**config.mk**
```make
export PLATFORM = sky130hd
export DESIGN_NAME = leglite_fetch_flat
export DESIGN_NICKNAME = d
export VERILOG_FILES = /design/src/rtl/leglite_fetch_if.sv /design/src/rtl/leglite_fetch.sv /design/src/flat_wrapper.sv
export SDC_FILE = /design/constraint.sdc
export NUM_CORES = 1
export LEC_CHECK = 0
export CORE_UTILIZATION = 44
export CTS_CLUSTER_DIAMETER = 150
export DETAILED_ROUTE_END_ITERATION = 7
export GPL_TIMING_DRIVEN = 0
export PLACE_DENSITY = 0.76
export SYNTH_ARGS = -nofsm -noshare
export SYNTH_HDL_FRONTEND = slang
export SYNTH_SLANG_ARGS = --single-unit
```
**constraint.sdc**
```tcl
create_clock -name clock -period 1.65 [get_ports clock]
set_input_delay 0.4125 -clock clock [delete_from_list [all_inputs] [get_ports clock]]
set_output_delay 0.4125 -clock clock [all_outputs]
set_load 0.01 [all_outputs]
```
**src/rtl/leglite_fetch_if.sv**
```systemverilog
// rtl/leglite_fetch_if.sv - LEGLite fetch-stage bus: imem req/ack, decode valid/ready, branch redirect
interface leglite_fetch_if #(
   parameter int PC_W    = 16,
   parameter int INSTR_W = 16
);
   logic               imem_req;
   logic [PC_W-1:0]    imem_addr;
   logic               imem_ack;
   logic [INSTR_W-1:0] imem_rdata;
   logic [INSTR_W-1:0] instr;
   logic [PC_W-1:0]    instr_pc;
   logic               instr_valid;
   logic               instr_ready;
   logic               redirect;
   logic [PC_W-1:0]    redirect_pc;

   modport master (
      output imem_req, imem_addr, instr, instr_pc, instr_valid,
      input  imem_ack, imem_rdata, instr_ready, redirect, redirect_pc
   );

   modport slave (
      input  imem_req, imem_addr, instr, instr_pc, instr_valid,
      output imem_ack, imem_rdata, instr_ready, redirect, redirect_pc
   );
endinterface

```
**src/rtl/leglite_fetch.sv**
```systemverilog
// rtl/leglite_fetch.sv - LEGLite instruction fetch stage (PC, multi-cycle imem, redirect); FETCH_PERF_EN adds perf counters
module leglite_fetch #(
   parameter int              PC_W     = 16,
   parameter int              INSTR_W  = 16,
   parameter logic [PC_W-1:0] RESET_PC = '0,
   parameter int              PC_STEP  = 2
) (
   input  logic                clock,
   input  logic                reset,
   leglite_fetch_if.master     bus
`ifdef FETCH_PERF_EN
   ,
   output logic [15:0]         perf_fetched,
   output logic [15:0]         perf_flushed
`endif
);

   typedef enum logic [1:0] {IDLE, REQ, HOLD} state_t;

   state_t             state, state_n;
   logic [PC_W-1:0]    pc, pc_n;
   logic [PC_W-1:0]    pend_pc, pend_pc_n;
   logic               pend, pend_n;
   logic [INSTR_W-1:0] instr_q, instr_n;
   logic [PC_W-1:0]    instr_pc_q, instr_pc_n;
   logic               valid_q, valid_n;

   assign bus.imem_req    = (state == REQ);
   assign bus.imem_addr   = pc;
   assign bus.instr       = instr_q;
   assign bus.instr_pc    = instr_pc_q;
   assign bus.instr_valid = valid_q;

   always_ff @(posedge clock or negedge reset) begin
      if (!reset) begin
         state      <= IDLE;
         pc         <= RESET_PC;
         pend       <= 1'b0;
         pend_pc    <= '0;
         instr_q    <= '0;
         instr_pc_q <= '0;
         valid_q    <= 1'b0;
      end else begin
         state      <= state_n;
         pc         <= pc_n;
         pend       <= pend_n;
         pend_pc    <= pend_pc_n;
         instr_q    <= instr_n;
         instr_pc_q <= instr_pc_n;
         valid_q    <= valid_n;
      end
   end

   always_comb begin
      state_n    = state;
      pc_n       = pc;
      pend_n     = pend;
      pend_pc_n  = pend_pc;
      instr_n    = instr_q;
      instr_pc_n = instr_pc_q;
      valid_n    = valid_q;
      case (state)
         IDLE: begin
            if (bus.redirect) pc_n = bus.redirect_pc;
            valid_n = 1'b0;
            state_n = REQ;
         end
         REQ: begin
            if (bus.imem_ack) begin
               // A redirect arriving with the ack beats any older pending target.
               if (bus.redirect) begin
                  pc_n   = bus.redirect_pc;
                  pend_n = 1'b0;
               end else if (pend) begin
                  pc_n   = pend_pc;
                  pend_n = 1'b0;
               end else begin
                  instr_n    = bus.imem_rdata;
                  instr_pc_n = pc;
                  pc_n       = pc + PC_W'(PC_STEP);
                  valid_n    = 1'b1;
                  state_n    = HOLD;
               end
            end else if (bus.redirect) begin
               // Address is locked while the request is in flight; remember the target.
               pend_n    = 1'b1;
               pend_pc_n = bus.redirect_pc;
            end
         end
         HOLD: begin
            if (bus.redirect) begin
               pc_n    = bus.redirect_pc;
               valid_n = 1'b0;
               state_n = REQ;
            end else if (bus.instr_ready) begin
               valid_n = 1'b0;
               state_n = REQ;
            end
         end
         default: state_n = IDLE;
      endcase
   end

`ifdef FETCH_PERF_EN
   logic fetch_evt, flush_evt;

   assign fetch_evt = (state == HOLD) && bus.instr_ready && !bus.redirect;
   assign flush_evt = ((state == REQ) && bus.imem_ack && (pend || bus.redirect)) ||
                      ((state == HOLD) && bus.redirect);

   always_ff @(posedge clock or negedge reset) begin
      if (!reset) begin
         perf_fetched <= '0;
         perf_flushed <= '0;
      end else begin
         if (fetch_evt && perf_fetched != 16'hFFFF) perf_fetched <= perf_fetched + 16'd1;
         if (flush_evt && perf_flushed != 16'hFFFF) perf_flushed <= perf_flushed + 16'd1;
      end
   end
`endif

endmodule

```
**src/flat_wrapper.sv**
```systemverilog
// flat-port wrapper written by rule: the top's interface ports become plain ports
module leglite_fetch_flat 
#(
   parameter int              PC_W     = 16,
   parameter int              INSTR_W  = 16,
   parameter logic [PC_W-1:0] RESET_PC = '0,
   parameter int              PC_STEP  = 2
)
  (clock, reset, bus_imem_req, bus_imem_addr, bus_instr, bus_instr_pc, bus_instr_valid, bus_imem_ack, bus_imem_rdata, bus_instr_ready, bus_redirect, bus_redirect_pc);
  leglite_fetch_if #(.PC_W(PC_W), .INSTR_W(INSTR_W)) bus_i ();
  input  logic clock;
  input  logic reset;
  output wire logic [$bits(bus_i.imem_req)-1:0] bus_imem_req;
  output wire logic [$bits(bus_i.imem_addr)-1:0] bus_imem_addr;
  output wire logic [$bits(bus_i.instr)-1:0] bus_instr;
  output wire logic [$bits(bus_i.instr_pc)-1:0] bus_instr_pc;
  output wire logic [$bits(bus_i.instr_valid)-1:0] bus_instr_valid;
  input wire logic [$bits(bus_i.imem_ack)-1:0] bus_imem_ack;
  input wire logic [$bits(bus_i.imem_rdata)-1:0] bus_imem_rdata;
  input wire logic [$bits(bus_i.instr_ready)-1:0] bus_instr_ready;
  input wire logic [$bits(bus_i.redirect)-1:0] bus_redirect;
  input wire logic [$bits(bus_i.redirect_pc)-1:0] bus_redirect_pc;
  assign bus_imem_req = bus_i.imem_req;
  assign bus_imem_addr = bus_i.imem_addr;
  assign bus_instr = bus_i.instr;
  assign bus_instr_pc = bus_i.instr_pc;
  assign bus_instr_valid = bus_i.instr_valid;
  assign bus_i.imem_ack = bus_imem_ack;
  assign bus_i.imem_rdata = bus_imem_rdata;
  assign bus_i.instr_ready = bus_instr_ready;
  assign bus_i.redirect = bus_redirect;
  assign bus_i.redirect_pc = bus_redirect_pc;
  leglite_fetch #(.PC_W(PC_W), .INSTR_W(INSTR_W), .RESET_PC(RESET_PC), .PC_STEP(PC_STEP)) u_core (.clock(clock), .reset(reset), .bus(bus_i));
endmodule
```
==> results.md, run 1 <==
- Startpoint Class: flip-flop
- Per-cell routed wire length: 18.3 um
- Final setup viols: 32
- Crit-path max FO: 9
- Leading area contributor after synthesis: dfrtp_1
- Layout area overhead: 51.8%
- Initial antenna violation count: 0
- Tightest Pin Transition: ~0.86 ns
- Die area: 7990 um^2
- Cts bufs inserted: 9
- Hold crit path type: in -> async
- Critical Path RT: approximately 1.9 ns
- Unrepaired setup endpoints after global routing: yes
- Leak pwr: 2.53 nW
- Clock Pin Slew Worst Setup and Hold Paths: 0.07 ns
- Commonest non-fill, non-tap cell in the layout: dfrtp_1
- H-tree depth: 3
- Failing checks: setup timing
- Worst Path Buf+Inv: 3
- Status: complete, but fails checks
- YS warnings: 0
- Initial Util: 45.8%
- Final GP Congestion: 0.851
- 1st-iter DRT viols: 228
- Final period util: 102%
- CP arrival: around 1.9 ns
- Hold Buf Count CTS: 0
- Async set or reset register ratio after synthesis: 100%
- Post-Route WL: approximately 9300 um
- Clock skew: 0.00848 ns
- PortBufs: 86
- Clk sinks: 68
- Most frequent cells in the layout: dfrtp_1 (57), mux2_4 (41), dlygate4sd2_1 (34)
- Die Span Y: 89.4 um
- Via count: roughly 2,800
- VDD IR-drop max: around 0.7 mV
- RR Startpoint: u_core.state[1]
- Row cnt: 31
- Post-synth EDFFs: 0
- Largest net degree at the start of global routing: 69
- CP endpoint kind: flip-flop
- Cell area after layout: ~5100 um^2
- Non-filler cells, final: 510
- Worst r2r dst: u_core.bus.imem_addr[10]
- Post-synth cell types: 48
- Clk root buf: clkbuf_8
- Clock Latency Late Sink: 0.34 ns
- Critical path's largest stage delay: 0.42 ns
- HPWL Detailed: 5540 um
- Vias in the first global route: 2,743
- Post-route minimum period: 1.68 ns
- Diode count: 0
- Core area: 7330 um^2
- Mapped Avg Cell Area: roughly 12 um^2
- R2R cell count: 6
- Total track usage: 23.9%
- Max Fclk: between 500 and 600 MHz
- Max-Slew Margin vs Limit: 42.5%
- Critical Path, Cell by Cell: nand3b_4 > or3_4 > buf_4 > buf_8 > buf_4 > o211ai_1
- Sequential fraction of the synthesis area: 50.7%
- Post-route antenna net violation count: 0
- Maxcap violations: 0
- PnR worst setup slack: -0.0336 ns
- # DRC: 0
- Ys flop type: dfrtp_1
- Die width: ~89 um
- Final Hold Vio Count: 0
- CP max stage cell: dfrtp_2
- #FFs+latches synth: 68
- First-pass GRT wire length: ~14,000 um
- Cell Area, Placed: around 4400 um^2
- Delay-heaviest family, CP: simple AND/OR/NAND/NOR gates
- 1st-pass router iterations: 4
- Placed Cells incl. Taps: roughly 460
- Top-Level Pins: 87
- Reg2Reg Setup Slack: -0.03 ns
- Fin. max-slew vios: 0
- CP Class: reg -> reg
- Grt ovf: 0
- CTS tree: yes
- Syn_nets: 309
- Share of cells above drive strength 1: 35.3%
- Clock Path Buffers: 2
- Cell Pwr Density: 1750 nW/um^2
- Post-Synthesis Cell Area: 3360 um^2
- Power Total: 8.94 mW
- Cells after synthesis: 271
- Synth area leaders: dfrtp_1 (51%), mux2_4 (11%), mux2_2 (8.0%)
- FILL cells: 500
- DR vias/cell: 5.44
- Number of nets in the layout: 444
- CP dominant cell by count: buf_4
- Share of the synthesized area in the top cell type: between 50 and 60%
- Final setup TNS: -0.462 ns
==> area by class of cell <==
type,instances,area (um^2),share of cell area [%]
Multi-Input combinational cell,184,1650,32.4
Inverter,3,15.0,0.295
Buffer,13,141,2.77
Tap cell,99,124,2.43
Sequential cell,68,1720,33.7
Clock inverter,3,42.5,0.835
Timing Repair Buffer,127,1230,24.1
Clock buffer,13,179,3.51
==> timing repair <==
action,in CTS,in global routing
setup endpoints to repair,99,79
cloned,3,0
pin swaps,2,3
gates resized for setup,85,40
setup buffers,31,8
==> cells in the mapped netlist, types with 3 or more instances <==
| cell type | number |
|---|---|
| a21o_1 | 3 |
| a21oi_1 | 17 |
| a311oi_1 | 3 |
| and2_1 | 5 |
| and3_1 | 5 |
| and4_1 | 3 |
| buf_2 | 6 |
| dfrtp_1 | 68 |
| inv_1 | 3 |
| mux2_2 | 24 |
| mux2_4 | 25 |
| mux2i_1 | 9 |
| nand2_1 | 12 |
| nand2b_1 | 5 |
| nand3_1 | 6 |
| nand4_1 | 3 |
| nor2_1 | 12 |
| nor3_1 | 3 |
| o211ai_1 | 3 |
| o21ai_0 | 10 |
| o31ai_1 | 3 |
| xnor2_1 | 4 |
==> metal layers <==
metal  track usage [%]  vias up  wire, um
met5                 0        -         0
li1                  -     1265         -
met1              30.3     1360      3880
met3              4.80       24       644
met2              37.8      127      4550
met4              14.6        0       253
==> metrics by stage <==
step	hold WS (ns)	worst slack, ns	utilization (%)
2_1_floorplan	0.117	0.0161	-
3_3_place_gp	0.472	-2.19	59.4
3_5_place_dp	0.476	-0.808	59.4
4_1_cts	0.206	-0.111	67.9
5_1_grt	0.246	-0.117	69.5
6_report	0.178	-0.0336	69.5
==> worst max-delay path by stage <==
stage / endpoint / slack [ns] / from / cells past startpoint
after detailed placement: u_core.pend_pc[0] / -0.81 / bus_redirect / 6
after global placement: u_core.bus.instr[0] / -2.19 / reset / 1
after global routing: u_core.bus.imem_addr[10] / -0.12 / u_core.state[1] / 6
after CTS: u_core.bus.instr_pc[4] / -0.11 / u_core.state[1] / 6
after floorplan: u_core.pend_pc[0] / 0.02 / u_core.state[0] / 5
final: u_core.bus.imem_addr[10] / -0.03 / u_core.state[1] / 6
==> registers in the layout (all words and copies together), names as in the netlist <==
signal and count:
u_core.bus.imem_addr 16, u_core.bus.instr 16, u_core.bus.instr_pc 16, u_core.bus.instr_valid 1
u_core.pend 1, u_core.pend_pc 16, u_core.state 2
==> power breakdown <==
part,switching (mW),internal (mW),leakage [nW],total (mW)
clock,0.620,0.861,0.112,1.48
combinational,1.92,2.52,1.62,4.44
sequential,0.540,2.47,0.797,3.01
==> worst register-to-register path: stages (launching register included) <==
cell and delay (ns):
dfrtp_2 0.42, nand3b_4 0.16, or3_4 0.39, buf_4 0.16
buf_8 0.13, buf_4 0.14, o211ai_1 0.19
==> logic make-up after synthesis <==
| logic type | count (synthesis) | synth area share [%] |
|---|---|---|
| AOI/OAI and AO/OA | 55 | 10.6 |
| xor gates and xnor gates | 5 | 1.30 |
| adders and majority gates | 1 | 0.373 |
| buffers and inverters | 19 | 3.99 |
| DFF | 68 | 50.7 |
| muxes | 58 | 21.9 |
| and+or+nand+nor | 65 | 11.1 |
(Power assumes the default switching activity.)
==> run 2: changes to the inputs <==
- CTS_CLUSTER_SIZE: not set -> 8
- clock period: 1.65 -> 1.5 ns (I/O delays scaled with it)
==> results.md, run 2 (same netlist as run 1, synthesis figures left out) <==
- Worst r2r dst: u_core.bus.instr[3]
- Cell area after layout: 5320 um^2 (+4.3%)
- Row cnt: 31 (unchanged)
- Per-cell routed wire length: 19.2 um (+4.9%)
- Die Span Y: 89.4 um (unchanged)
- P_int: 6.48 mW (+11%)
- Critical path's largest stage delay: 0.42 ns (about the same)
- HPWL Detailed: 5510 um (-0.44%)
- Most frequent cells in the layout: dfrtp_1 (57), dlygate4sd2_1 (48), mux2_4 (42)
- PortBufs: 86 (unchanged)
- Comb pwr share: 55.0% (+5.3 points)
- Hold crit path type: in -> async
- Die width: 89.4 um (unchanged)
- Post-route antenna net violation count: 0 (unchanged)
- Clock power frac: 12.5% (-4.1 points)
- Diode count: 0 (unchanged)
- First-pass GRT wire length: 14,200 um (+2.2%)
- Power Total: 10.2 mW (+14%)
- R2R cell count: 5 (-1)
- Clock skew: 0.00825 ns (-0.000229 ns)
- Top-Level Pins: 87 (unchanged)
- Fin. max-slew vios: 0 (unchanged)
- Die area: 7990 um^2 (unchanged)
- Max Fclk: 592 MHz (-0.34%)
- FILL cells: 465 (-7.0%)
- Max layer used: met4
- Pre-CTS setup slack: -0.929 ns (-0.121 ns)
- CP endpoint kind: flip-flop
- Final Hold Vio Count: 0 (unchanged)
- Post-route minimum period: 1.69 ns (+0.00567 ns)
- CP arrival: 1.91 ns (-0.02 ns)
- H-tree depth: 3 (unchanged)
- PnR worst setup slack: -0.189 ns (-0.156 ns)
- Startpoint Class: flip-flop
- Final period util: 113% (+11 points)
- Switching Fraction: 36.5% (+2.0 points)
- Tightest Pin Transition: 0.867 ns (+0.00480 ns)
- Worst Path Buf+Inv: 2 (-1)
- CP max stage cell: dfrtp_2
- Critical path startpoint: u_core.state[1]
- Post-layout util: 72.5% (+3.0 points)
- # DRC: 0 (unchanged)
- Via count: 2,908 (+4.8%)
- Initial antenna violation count: 0 (unchanged)
- Critical Path, Cell by Cell: nand3b_4 > or3_4 > buf_12 > buf_12 > mux2_4
- Clock Path Buffers: 2 (unchanged)
- CTS tree: yes
- Cts bufs inserted: 9 (unchanged)
- Cell Area, Placed: 4390 um^2 (+0.86%)
- Cell Pwr Density: 1920 nW/um^2 (+9.3%)
- Non-filler cells, final: 522 (+2.4%)
- Placed Cells incl. Taps: 456 (unchanged)
- Storage element area: 1720 um^2 (unchanged)
- Met2 WL: 4870 um (+7.1%)
- Final GP Congestion: 0.887 (+4.2%)
- Wire length on met1: 4310 um (+11%)
- Delay-heaviest family, CP: simple AND/OR/NAND/NOR gates
- Clk sinks: 68 (unchanged)
- Clk root buf: clkbuf_8
- Met3 wire length: 546 um (-15%)
- RR Startpoint: u_core.state[1]
- Failing checks: setup timing
- Leak pwr: 2.50 nW (-1.1%)
- Largest net degree at the start of global routing: 69 (unchanged)
- CP Class: reg -> reg
- Commonest non-fill, non-tap cell in the layout: dfrtp_1
- Unrepaired setup endpoints after global routing: yes
- Crit-path max FO: 8 (-1)
- Vias in the first global route: 2,774 (+1.1%)
- Maxcap violations: 0 (unchanged)
- VDD IR-drop max: 0.822 mV (+17%)
- 1st-iter DRT viols: 237 (+3.9%)
- Total track usage: 24.4% (+0.45 points)
- DR vias/cell: 5.57 (+2.3%)
- CP dominant cell by count: buf_12
- Worst hold slack: 0.122 ns (-0.0557 ns)
- Final setup viols: 65 (+100%)
- Grt ovf: 0 (unchanged)
- Clock Pin Slew Worst Setup and Hold Paths: 0.07 ns (about the same)
- Max-Slew Margin vs Limit: 42.2% (-0.32 points)
- Status: complete, but fails checks
- Clock Latency Late Sink: 0.34 ns (about the same)
- Share of cells above drive strength 1: 42.3% (+7.0 points)
- Layout area overhead: 58.3%
- Final setup TNS: -8.30 ns (-7.84 ns)
- Post-Route WL: 10,000 um (+7.4%)
- Reg2Reg Setup Slack: -0.19 ns (-0.16 ns)
- Psw: 3.72 mW (+21%)
- 1st-pass router iterations: 4 (unchanged)
- Area of the multi-input gates: 1770 um^2 (+7.3%)
- Core area: 7330 um^2 (unchanged)
- Flop pwr share: 32.5% (-1.2 points)
- Initial Util: 45.8% (unchanged)
- Number of nets in the layout: 457 (+2.9%)
- Critical Path RT: 1.72 ns (-0.18 ns)
run 2: how the worst max path moves through the flow:
stage | end | slack (ns) | cells past startpoint
3_3_place_gp | u_core.bus.instr[4] | -2.27 | 1
6_report | u_core.bus.instr[3] | -0.19 | 5
5_1_grt | u_core.pend_pc[6] | -0.23 | 7
3_5_place_dp | u_core.pend_pc[3] | -0.93 | 6
2_1_floorplan | u_core.bus.instr[0] | -0.11 | 5
4_1_cts | u_core.bus.instr[3] | -0.19 | 5
run 2: routing by layer:
metal / vias to the layer above / GRT usage (%)
li1: 1295 / -
met1: 1463 / 31.0
met2: 124 / 39.5
met3: 26 / 4.43
met4: 0 / 13.3
met5: - / 0
run 2: repair_timing:
item / 4_1_cts / 5_1_grt
endpoints found under the setup margin: 117 / 71
hold buffers: 0 / 0
gates resized for setup: 123 / 51
gates cloned: 4 / 2
pin swaps: 7 / 12
setup buffers: 26 / 22
run 2: layout make-up:
| type | instances | area share, % |
|---|---|---|
| buffer | 14 | 3.55 |
| clock buffer | 9 | 2.33 |
| clock inverter | 6 | 0.612 |
| inverter | 3 | 0.353 |
| multi-input combinational | 184 | 33.3 |
| sequential | 68 | 32.3 |
| tap | 99 | 2.33 |
| timing repair buffer | 139 | 25.2 |
run 2: power by group through the flow:
stage / registers (mW) / clock network [mW] / logic [mW]
final: 3.31 / 1.27 / 5.60
after global routing: 3.42 / 1.37 / 5.98
after CTS: 3.29 / 1.30 / 4.73
after detailed placement: 3.47 / 0 / 4.29
after global placement: 3.41 / 0 / 4.22
after floorplan: 3.60 / 0 / 2.13
run 2: worst register-to-register path, cell delays in order (launching register included):
cell	delay, ns
dfrtp_2	0.42
nand3b_4	0.18
or3_4	0.36
buf_12	0.17
buf_12	0.14
mux2_4	0.30
==> run 3: changes to the inputs <==
- GPL_ROUTABILITY_DRIVEN: not set -> 0
==> results of run 3 <==
No change in the layout: final DEF, timing and power equal those of run 2.
